$ cat src/rtl/ram_sp_ctrl_pkg.sv
// Shared definitions for the single-port data memory controller:
// FSM state encoding and read/write direction constants.
package mem_pkg;

    typedef enum logic [0:0] {
        ST_IDLE  = 1'b0,
        ST_CLEAR = 1'b1
    } state_t;

    localparam logic RW_READ  = 1'b0;
    localparam logic RW_WRITE = 1'b1;

endpackage : mem_pkg

$ cat src/rtl/ram_sp_ctrl_if.sv
// Request/response bus between the control unit (master) and the
// data memory controller (slave).
interface ram_sp_ctrl_if #(
    parameter int DATA_W = 8,
    parameter int ADDR_W = 5
) ();

    logic              req_valid;
    logic              req_ready;
    logic              read_write;
    logic [ADDR_W-1:0] addr;
    logic [DATA_W-1:0] data_in;
    logic [DATA_W-1:0] data_out;
    logic              rsp_valid;
    logic              err;

    modport master (
        output req_valid, read_write, addr, data_in,
        input  req_ready, data_out, rsp_valid, err
    );

    modport slave (
        input  req_valid, read_write, addr, data_in,
        output req_ready, data_out, rsp_valid, err
    );

endinterface : ram_sp_ctrl_if

$ cat src/rtl/ram_sp_core.sv
// Storage array for the data memory: one shared address port with a
// synchronous write enable and a registered synchronous read. A read
// can be forced to return zero (used for out-of-range addresses).
module ram_sp_core #(
    parameter int DATA_W = 8,
    parameter int ADDR_W = 5,
    parameter int DEPTH  = 32
) (
    input  logic              clk,
    input  logic              rst_n,
    input  logic              we,
    input  logic              re,
    input  logic              rzero,
    input  logic [ADDR_W-1:0] addr,
    input  logic [DATA_W-1:0] wdata,
    output logic [DATA_W-1:0] rdata
);

    logic [DATA_W-1:0] mem_r [DEPTH];
    logic [DATA_W-1:0] rdata_r;

    // Array write; contents are deliberately not reset.
    always_ff @(posedge clk) begin
        if (we) begin
            mem_r[addr] <= wdata;
        end
    end

    // Registered read data; holds its value when no read is issued.
    always_ff @(posedge clk or negedge rst_n) begin
        if (!rst_n) begin
            rdata_r <= '0;
        end else if (re) begin
            if (rzero) begin
                rdata_r <= '0;
            end else begin
                rdata_r <= mem_r[addr];
            end
        end
    end

    assign rdata = rdata_r;

endmodule : ram_sp_core

$ cat src/rtl/ram_sp_ctrl.sv
// Single-port data memory controller: valid/ready request handshake,
// one-cycle response strobe, address range check and a clear sequencer
// that walks the whole array writing CLEAR_VAL.
module ram_sp_ctrl
    import mem_pkg::*;
#(
    parameter int                DATA_W         = 8,
    parameter int                ADDR_W         = 5,
    parameter int                DEPTH          = 32,
    parameter bit                CLEAR_ON_RESET = 1'b1,
    parameter logic [DATA_W-1:0] CLEAR_VAL      = '0
) (
    input  logic                clk,
    input  logic                rst_n,
    ram_sp_ctrl_if.slave        bus,
    input  logic                clear,
    output logic                busy
);

    // One extra bit so DEPTH == 2**ADDR_W still compares correctly.
    localparam logic [ADDR_W:0]   DEPTH_C  = (ADDR_W+1)'(DEPTH);
    localparam logic [ADDR_W-1:0] LAST_PTR = ADDR_W'(DEPTH - 1);
    localparam state_t            RESET_ST = CLEAR_ON_RESET ? ST_CLEAR : ST_IDLE;

    state_t            state_r;
    state_t            state_s;
    logic [ADDR_W-1:0] ptr_r;
    logic [ADDR_W-1:0] ptr_s;

    logic              req_ready_s;
    logic              accept_s;
    logic              in_range_s;

    logic              mem_we_s;
    logic              mem_re_s;
    logic              mem_rzero_s;
    logic [ADDR_W-1:0] mem_addr_s;
    logic [DATA_W-1:0] mem_wdata_s;
    logic [DATA_W-1:0] mem_rdata_s;

    logic              rsp_valid_r;
    logic              err_r;

    assign req_ready_s = (state_r == ST_IDLE) && !clear;
    assign accept_s    = bus.req_valid && req_ready_s;
    assign in_range_s  = ({1'b0, bus.addr} < DEPTH_C);

    // FSM state and clear pointer registers.
    always_ff @(posedge clk or negedge rst_n) begin
        if (!rst_n) begin
            state_r <= RESET_ST;
            ptr_r   <= '0;
        end else begin
            state_r <= state_s;
            ptr_r   <= ptr_s;
        end
    end

    // Next-state logic; the pointer stops at DEPTH-1 and never wraps.
    always_comb begin
        state_s = state_r;
        ptr_s   = ptr_r;
        case (state_r)
            ST_IDLE: begin
                if (clear) begin
                    state_s = ST_CLEAR;
                    ptr_s   = '0;
                end else begin
                    state_s = ST_IDLE;
                end
            end
            ST_CLEAR: begin
                if (ptr_r == LAST_PTR) begin
                    state_s = ST_IDLE;
                    ptr_s   = '0;
                end else begin
                    ptr_s   = ptr_r + ADDR_W'(1);
                end
            end
            default: begin
                state_s = RESET_ST;
                ptr_s   = '0;
            end
        endcase
    end

    // Memory port steering: the clear sequencer owns the port while busy.
    always_comb begin
        mem_we_s    = 1'b0;
        mem_re_s    = 1'b0;
        mem_rzero_s = 1'b0;
        mem_addr_s  = bus.addr;
        mem_wdata_s = bus.data_in;
        if (state_r == ST_CLEAR) begin
            mem_we_s    = 1'b1;
            mem_addr_s  = ptr_r;
            mem_wdata_s = CLEAR_VAL;
        end else begin
            mem_we_s    = accept_s && (bus.read_write == RW_WRITE) && in_range_s;
            mem_re_s    = accept_s && (bus.read_write == RW_READ);
            mem_rzero_s = !in_range_s;
        end
    end

    // Response strobe and error flag; err holds between responses.
    always_ff @(posedge clk or negedge rst_n) begin
        if (!rst_n) begin
            rsp_valid_r <= 1'b0;
            err_r       <= 1'b0;
        end else begin
            rsp_valid_r <= accept_s;
            if (accept_s) begin
                err_r <= !in_range_s;
            end
        end
    end

    ram_sp_core #(
        .DATA_W (DATA_W),
        .ADDR_W (ADDR_W),
        .DEPTH  (DEPTH)
    ) u_core (
        .clk   (clk),
        .rst_n (rst_n),
        .we    (mem_we_s),
        .re    (mem_re_s),
        .rzero (mem_rzero_s),
        .addr  (mem_addr_s),
        .wdata (mem_wdata_s),
        .rdata (mem_rdata_s)
    );

    assign bus.req_ready = req_ready_s;
    assign bus.data_out  = mem_rdata_s;
    assign bus.rsp_valid = rsp_valid_r;
    assign bus.err       = err_r;
    assign busy          = (state_r == ST_CLEAR);

endmodule : ram_sp_ctrl

$ cat src/flat_wrapper.sv
// flat-port wrapper written by rule: the top's interface ports become plain ports
module ram_sp_ctrl_flat import mem_pkg::*;
#(
    parameter int                DATA_W         = 8,
    parameter int                ADDR_W         = 5,
    parameter int                DEPTH          = 32,
    parameter bit                CLEAR_ON_RESET = 1'b1,
    parameter logic [DATA_W-1:0] CLEAR_VAL      = '0
)
  (clk, rst_n, clear, busy, bus_req_valid, bus_read_write, bus_addr, bus_data_in, bus_req_ready, bus_data_out, bus_rsp_valid, bus_err);
  ram_sp_ctrl_if #(.DATA_W(DATA_W), .ADDR_W(ADDR_W)) bus_i ();
  input  logic clk;
  input  logic rst_n;
  input  logic clear;
  output logic busy;
  input wire logic [$bits(bus_i.req_valid)-1:0] bus_req_valid;
  input wire logic [$bits(bus_i.read_write)-1:0] bus_read_write;
  input wire logic [$bits(bus_i.addr)-1:0] bus_addr;
  input wire logic [$bits(bus_i.data_in)-1:0] bus_data_in;
  output wire logic [$bits(bus_i.req_ready)-1:0] bus_req_ready;
  output wire logic [$bits(bus_i.data_out)-1:0] bus_data_out;
  output wire logic [$bits(bus_i.rsp_valid)-1:0] bus_rsp_valid;
  output wire logic [$bits(bus_i.err)-1:0] bus_err;
  assign bus_i.req_valid = bus_req_valid;
  assign bus_i.read_write = bus_read_write;
  assign bus_i.addr = bus_addr;
  assign bus_i.data_in = bus_data_in;
  assign bus_req_ready = bus_i.req_ready;
  assign bus_data_out = bus_i.data_out;
  assign bus_rsp_valid = bus_i.rsp_valid;
  assign bus_err = bus_i.err;
  ram_sp_ctrl #(.DATA_W(DATA_W), .ADDR_W(ADDR_W), .DEPTH(DEPTH), .CLEAR_ON_RESET(CLEAR_ON_RESET), .CLEAR_VAL(CLEAR_VAL)) u_core (.clk(clk), .rst_n(rst_n), .bus(bus_i), .clear(clear), .busy(busy));
endmodule
$ cat config.mk
export PLATFORM = sky130hd
export DESIGN_NAME = ram_sp_ctrl_flat
export DESIGN_NICKNAME = d
export VERILOG_FILES = /design/src/rtl/ram_sp_ctrl_pkg.sv /design/src/rtl/ram_sp_ctrl_if.sv /design/src/rtl/ram_sp_core.sv /design/src/rtl/ram_sp_ctrl.sv /design/src/flat_wrapper.sv
export SDC_FILE = /design/constraint.sdc
export NUM_CORES = 1
export LEC_CHECK = 0
export CORE_UTILIZATION = 50
export CTS_CLUSTER_DIAMETER = 50
export DETAILED_ROUTE_END_ITERATION = 10
export PLACE_DENSITY = 0.81
export SLEW_MARGIN = 15
export SYNTH_ARGS = -nofsm -noshare
export SYNTH_HDL_FRONTEND = slang
export SYNTH_SLANG_ARGS = --single-unit
export TNS_END_PERCENT = 5
$ cat constraint.sdc
create_clock -name clk -period 2.32 [get_ports clk]
set_input_delay 0.464 -clock clk [delete_from_list [all_inputs] [get_ports clk]]
set_output_delay 0.464 -clock clk [all_outputs]
set_load 0.02 [all_outputs]
== After elaboration in Yosys (flattened, before gate mapping) ==
Memory sizes are Yosys's and may differ from the RTL's. A register that Yosys moved wholly into a read port is not among the register bits.
Index checks and enable logic that the tools add are counted.

* Output and inout port bits: 12
* Logic and storage cells: 27
* Register bits after elaboration: 7
* RAM bits: 256
* Bits of input ports: 18
* Memories kept: 1

* Add/sub/neg operators: 1
* Bitwise gates (word level): 2
* Reductions and logical operators: 6
* Equal/unequal tests: 2
* Multiplexer cells: 12

{| class="wikitable"
|+ Memory list
! name !! words !! bits a word !! rd ports !! clocked after Yosys merged registers in !! write ports !! line !! text
|-
| u_core.u_core.mem_r || 32 || 8 || 1 || 1 || 1 || ram_sp_core.sv:19 || <nowiki>logic [DATA_W-1:0] mem_r [DEPTH];</nowiki>
|}

{| class="wikitable"
|+ Operator list
! operator !! number
|-
| $mux 5 || 3
|-
| $pmux 5 s2 || 1
|-
| $mux 8 || 1
|-
| $mux 1 || 6
|-
| $add 5x1->5 const B || 1
|-
| $eq 5x5->1 const B || 1
|-
| $logic_and 1x1->1 || 4
|-
| $logic_not 1->1 || 2
|-
| $ne 2x2->1 const B || 1
|-
| $not 1->1 || 2
|-
| $pmux 1 s2 || 1
|}

== Logic depth before layout (Yosys ltp) ==
* Depth after elaboration: 7
* Depth in mapped cells: 8
* Mapped depth without buffers: 7

== Cells and area by module ==
From an unflattened synthesis, not the netlist that was laid out.

* Cell total of the unflattened synthesis: 635
* Area, all modules: 10864.2 um2

{| class="wikitable"
|+ By module, submodules not included
! module !! area an instance (um2) !! seq. area each (um2) !! cells an instance !! times used
|-
| ram_sp_core || 10368.7 || 7887.6 || 587 || 1
|-
| ram_sp_ctrl || 495.5 || 176.4 || 48 || 1
|}

== Worst setup path before layout ==
Ideal clock, no wire load.

* Kind: flip-flop to flip-flop
* Start: register u_core.state_r (netlist: u_core.busy)
* End: memory u_core.u_core.mem_r[10][0] (enable)
* Setup time: 370 ps
* Data arrival time: 2227 ps
* Setup slack: -277 ps
* Required time: 1950 ps
* Clock period less this slack: 2597 ps
* Stages on the path, launching flop included: 6
* Cells stage by stage: dfstp_2 > buf_6 > clkbuf_1 > mux2i_1 > nand3_1 > nor2_1

* Cells in the longest elaborated chain, start to end: 7

{| class="wikitable"
|+ Ends and longest elaborated chain
! item !! line !! text
|-
| from (decl) || ram_sp_ctrl.sv:25 || <nowiki>state_t state_r;</nowiki>
|-
| from (signal assigned) || ram_sp_ctrl.sv:54 || <nowiki>state_r <= state_s;</nowiki>
|-
| $not 1->1 || n/a ||
|-
| $logic_and 1x1->1 || ram_sp_ctrl.sv:44 || <nowiki>assign req_ready_s = (state_r == ST_IDLE) && !clear;</nowiki>
|-
| $logic_and 1x1->1 || ram_sp_ctrl.sv:45 || <nowiki>assign accept_s = bus.req_valid && req_ready_s;</nowiki>
|-
| $logic_and 1x1->1 || ram_sp_ctrl.sv:99 || <nowiki>mem_we_s = accept_s && (bus.read_write == RW_WRITE) && in_range_s;</nowiki>
|-
| $mux 1 || ram_sp_ctrl.sv:94 || <nowiki>if (state_r == ST_CLEAR) begin</nowiki>
|-
| $mux 1 || ram_sp_core.sv:24 || <nowiki>if (we) begin</nowiki>
|-
| $mux 1 (not written as such) || ram_sp_core.sv:25 || <nowiki>mem_r[addr] <= wdata;</nowiki>
|-
| to (decl) || ram_sp_core.sv:19 ||
|}

Parallel ways exist; a longest one is shown, timed or not.

== Final worst setup path ==
* Start: register u_core.state_r (netlist: u_core.busy)
* End: register u_core.u_core.rdata_r[1] (netlist: u_core.u_core.rdata[1]) (read register of u_core.u_core.mem_r)

* Cells in the longest elaborated chain, start to end: 5

{| class="wikitable"
|+ Ends and longest elaborated chain
! item !! line !! text
|-
| $not 1->1 || n/a ||
|-
| $logic_and 1x1->1 || ram_sp_ctrl.sv:44 ||
|-
| $logic_and 1x1->1 || ram_sp_ctrl.sv:45 ||
|-
| $logic_and 1x1->1 || ram_sp_ctrl.sv:100 || <nowiki>mem_re_s = accept_s && (bus.read_write == RW_READ);</nowiki>
|-
| $mux 1 || ram_sp_ctrl.sv:94 ||
|-
| to (decl) || ram_sp_core.sv:20 || <nowiki>logic [DATA_W-1:0] rdata_r;</nowiki>
|}

Parallel ways exist; a longest one is shown, timed or not.
A chain may end at the register's enable or synchronous reset.

==> reports/summary.json <==
{
  "regToRegSetupSlack": {"value": -0.02, "unit": "ns"},
  "synth_largest_type_area_fraction": {"value": 70.8, "unit": "%"},
  "timing.setup.critical_path_class": {"value": "flop to flop"},
  "netlist-cell-type-count": {"value": 52},
  "ys_dominant_reg_cell": {"value": "sky130_fd_sc_hd__edfxtp_1"},
  "setup_viol": {"value": 4},
  "synth_largest_area_cell": {"value": "sky130_fd_sc_hd__edfxtp_1"},
  "numPortBuffers": {"value": 28},
  "irDropWorstVdd": {"value": 0.756, "unit": "mV"},
  "worst_clock_skew": {"value": 0.0138, "unit": "ns"},
  "finish.cell_count_without_fillers": {"value": 1076},
  "timing.rr.start": {"value": "u_core.busy"},
  "clock_root_buffer_master": {"value": "sky130_fd_sc_hd__clkbuf_16"},
  "post-synth-top-count-cell": {"value": "sky130_fd_sc_hd__edfxtp_1"},
  "cts_hold_repair.buffers": {"value": 0},
  "tightest_slew": {"value": 0.819, "unit": "ns"},
  "place.gp.congestion": {"value": 0.949},
  "drc_errors": {"value": 0},
  "core-area": {"value": 21200, "unit": "um2"},
  "routed_via_density": {"value": 6.28},
  "critical_path.startpoint_type": {"value": "flop"},
  "power_density": {"value": 1310, "unit": "nW/um2"},
  "timing.critical_path.slowest_stage_cell": {"value": "sky130_fd_sc_hd__dfstp_2"},
  "antenna-diode-count": {"value": 0},
  "timing.critical_path.slowest_cell_delay": {"value": 0.58, "unit": "ns"},
  "tritoncts_buffers": {"value": 28},
  "post_synth.cell_area_avg": {"value": 17.4, "unit": "um2"},
  "core.rowCount": {"value": 53},
  "hold_ws": {"value": 0.390, "unit": "ns"},
  "async_reset_ff_share": {"value": 5.54, "unit": "%"},
  "final_min_period_over_clock_period": {"value": 101, "unit": "%"},
  "cp_num_buf_inv": {"value": 2},
  "starting_density": {"value": 51.3, "unit": "%"},
  "postSynthRegisterBits": {"value": 271},
  "grt_pass1_wl": {"value": 42400, "unit": "um"},
  "max-slew-margin-rel": {"value": 45.2, "unit": "%"},
  "synth_common_cells": {"value": "256 x sky130_fd_sc_hd__edfxtp_1, 72 x sky130_fd_sc_hd__o21ai_0, 44 x sky130_fd_sc_hd__nor2_1, 38 x sky130_fd_sc_hd__mux4_2, 19 x sky130_fd_sc_hd__mux2i_1"},
  "floorplan.die.height": {"value": 149, "unit": "um"},
  "cts_htree_levels": {"value": 1},
  "critical_path.max_fanout": {"value": 30},
  "hold_class": {"value": "primary input to asynchronous set/reset pin"},
  "clock_sinks": {"value": 271},
  "syn-instance-count": {"value": 624},
  "dieArea": {"value": 22300, "unit": "um2"},
  "num_io_pins": {"value": 30},
  "finalNetCount": {"value": 802},
  "first_global_vias": {"value": 6832},
  "count_of_flip_flops_with_a_built_in_enable_after_synthesis": {"value": 256},
  "drt_first_pass_iters": {"value": 5},
  "clockBufferDepth": {"value": 3},
  "post-route-worst-setup-slack": {"value": -0.0170, "unit": "ns"},
  "finalWorstPathRequiredPeriod": {"value": 2.34, "unit": "ns"},
  "cp.required": {"value": 2.72, "unit": "ns"},
  "area_overhead_of_the_layout_relative_to_synthesis": {"value": 25.9, "unit": "%"},
  "dp.final_hpwl": {"value": 19300, "unit": "um"},
  "hold_viol_final": {"value": 0},
  "timing.max_cap.violations": {"value": 0},
  "clock.fmax": {"value": 428, "unit": "MHz"},
  "insertion_delay": {"value": 0.54, "unit": "ns"},
  "failing_checks": {"value": "setup timing"},
  "ant_nets": {"value": 0},
  "rsz_0062_raised_after_global_routing": {"value": "true"},
  "fp.dieW": {"value": 149, "unit": "um"},
  "place_inst": {"value": 1024},
  "critical-path-top-delay-family": {"value": "multiplexers"},
  "syn-num-nets": {"value": 644},
  "tritoncts": {"value": "built"},
  "path_common_cell": {"value": "sky130_fd_sc_hd__a31oi_1"},
  "drive_gt1_share": {"value": 34.2, "unit": "%"},
  "wirelength": {"value": 28600, "unit": "um"},
  "dr_wl_cell": {"value": 26.6, "unit": "um"},
  "timing.critical_path.cells": {"value": "mux2_2, buf_12, buf_4, mux4_2, nor2b_1, a31oi_1, a31oi_1"},
  "num_vias": {"value": 6759},
  "grt_antenna_before_repair": {"value": 0},
  "worstPathArrival": {"value": 2.74, "unit": "ns"},
  "synth.yosys.warnings": {"value": 0},
  "static-leakage-power": {"value": 4.65, "unit": "nW"},
  "outcome": {"value": "finished, violations left"},
  "slew_viol_final": {"value": 0},
  "drt_iter0_drc": {"value": 674},
  "synth_area_leaders": {"value": "sky130_fd_sc_hd__edfxtp_1 71%, sky130_fd_sc_hd__mux4_2 7.9%, sky130_fd_sc_hd__o21ai_0 3.3%"},
  "setup.worst_path.start": {"value": "u_core.busy"},
  "gr-total-overflow": {"value": 0},
  "grt_max_degree": {"value": 33},
  "cts.clk_slew.worst_paths": {"value": 0.06, "unit": "ns"},
  "yosysSeqAreaShare": {"value": 74.3, "unit": "%"},
  "netlist_area": {"value": 10900, "unit": "um2"},
  "grt.total_usage": {"value": 26.6, "unit": "%"},
  "timing.critical_path.to_type": {"value": "flop"}
}
## flip-flops by register name, indices dropped and copies added (netlist names)
signal and flops:
u_core.u_core.mem_r 256, u_core.busy 1, u_core.ptr_r 5, u_core.u_core.rdata 8, u_core.bus.rsp_valid 1
## through the flow
| step | power, mW | TNS (ns) | worst slack, ns | utilization (%) | area (um2) |
|---|---|---|---|---|---|
| global route | 18.5 | -0.319 | -0.0646 | 64.6 | 13700 |
| global placement | 13.2 | -8.10 | -0.396 | 59.7 | 12600 |
| floorplan | 10.2 | -25.30 | -0.109 | - | 10900 |
| CTS | 17.7 | -0.0772 | -0.0497 | 64.2 | 13600 |
| finish | 17.9 | -0.0480 | -0.0170 | 64.6 | 13700 |
| detailed placement | 13.4 | -16.69 | -0.543 | 59.7 | 12600 |
## area by class of cell
type / count / area, um2
Clock buffer: 34 / 744
Inverter: 2 / 7.51
Sequential cell: 271 / 8060
Multi-Input combinational cell: 319 / 2860
Fill cell: 1373 / 7480
Tap cell: 275 / 344
Timing Repair Buffer: 160 / 1530
Clock inverter: 15 / 128
## repair_timing
| item | CTS | global route |
|---|---|---|
| resized for setup | 12 | 19 |
| setup endpoints to repair | 9 | 8 |
| pin swaps | 10 | 9 |
| setup buffers | 0 | 3 |
## cell families (layout without fill, tap and decap cells)
family / after synthesis / in the layout / share of synthesized area, %
buf+inv: 34 / 211 / 1.59
flops: 271 / 271 / 74.3
fa+ha+maj: 2 / 2 / 0.230
mux: 59 / 59 / 9.87
simple gates: 113 / 113 / 5.31
other cells: 1 / 1 / 0.0345
compound gates: 144 / 144 / 8.70
## cell usage in the layout (no fill, tap or decap), drive strengths merged, types with 3 or more instances in the layout
| master | netlist | final |
|---|---|---|
| a22o | 6 | 6 |
| a211oi | 3 | 3 |
| and2 | 5 | 5 |
| nor3b | 3 | 3 |
| nand3 | 6 | 6 |
| mux4 | 38 | 38 |
| clkinv | 0 | 12 |
| and3b | 3 | 3 |
| mux2i | 19 | 19 |
| nand2 | 13 | 13 |
| a31oi | 8 | 8 |
| nor2 | 44 | 44 |
| nor2b | 13 | 13 |
| a21oi | 8 | 8 |
| nor3 | 5 | 5 |
| clkbuf | 14 | 34 |
| o32a | 3 | 3 |
| o21ai | 72 | 72 |
| o22a | 3 | 3 |
| edfxtp | 256 | 256 |
| buf | 18 | 132 |
| o22ai | 8 | 8 |
| a41oi | 14 | 14 |
| nand2b | 10 | 10 |
| a221oi | 3 | 3 |
| dfrtp | 14 | 14 |
| clkdlybuf4s50 | 0 | 26 |
| a2111oi | 5 | 5 |
## path summary, 6_finish.rpt
check,end,depth (start not counted)
hold reg to reg,u_core.u_core.rdata[5],2
setup reg to reg,u_core.u_core.rdata[1],7
min in group clk,u_core.u_core.rdata[5],2
setup / recovery,u_core.u_core.rdata[1],7
hold / removal,u_core.ptr_r[1],1
max in group asynchronous,u_core.u_core.rdata[7],1
## power breakdown
group          total, mW  leakage [nW]  switching (mW)  internal, mW
registers           6.60          2.56           0.278          6.32
logic               7.09          1.67            3.96          3.13
clock network       4.24         0.425            1.76          2.49
total               17.9          4.65            5.99          11.9
## routing by layer
layer	wire [um]	part of all wire (%)	track usage (%)
met1	10800	38	35.7
met2	13800	48	43.2
met3	3010	11	5.23
met4	984	3.4	9.69
met5	0	0	0
Note: power is estimated with default switching activity, not from simulation.
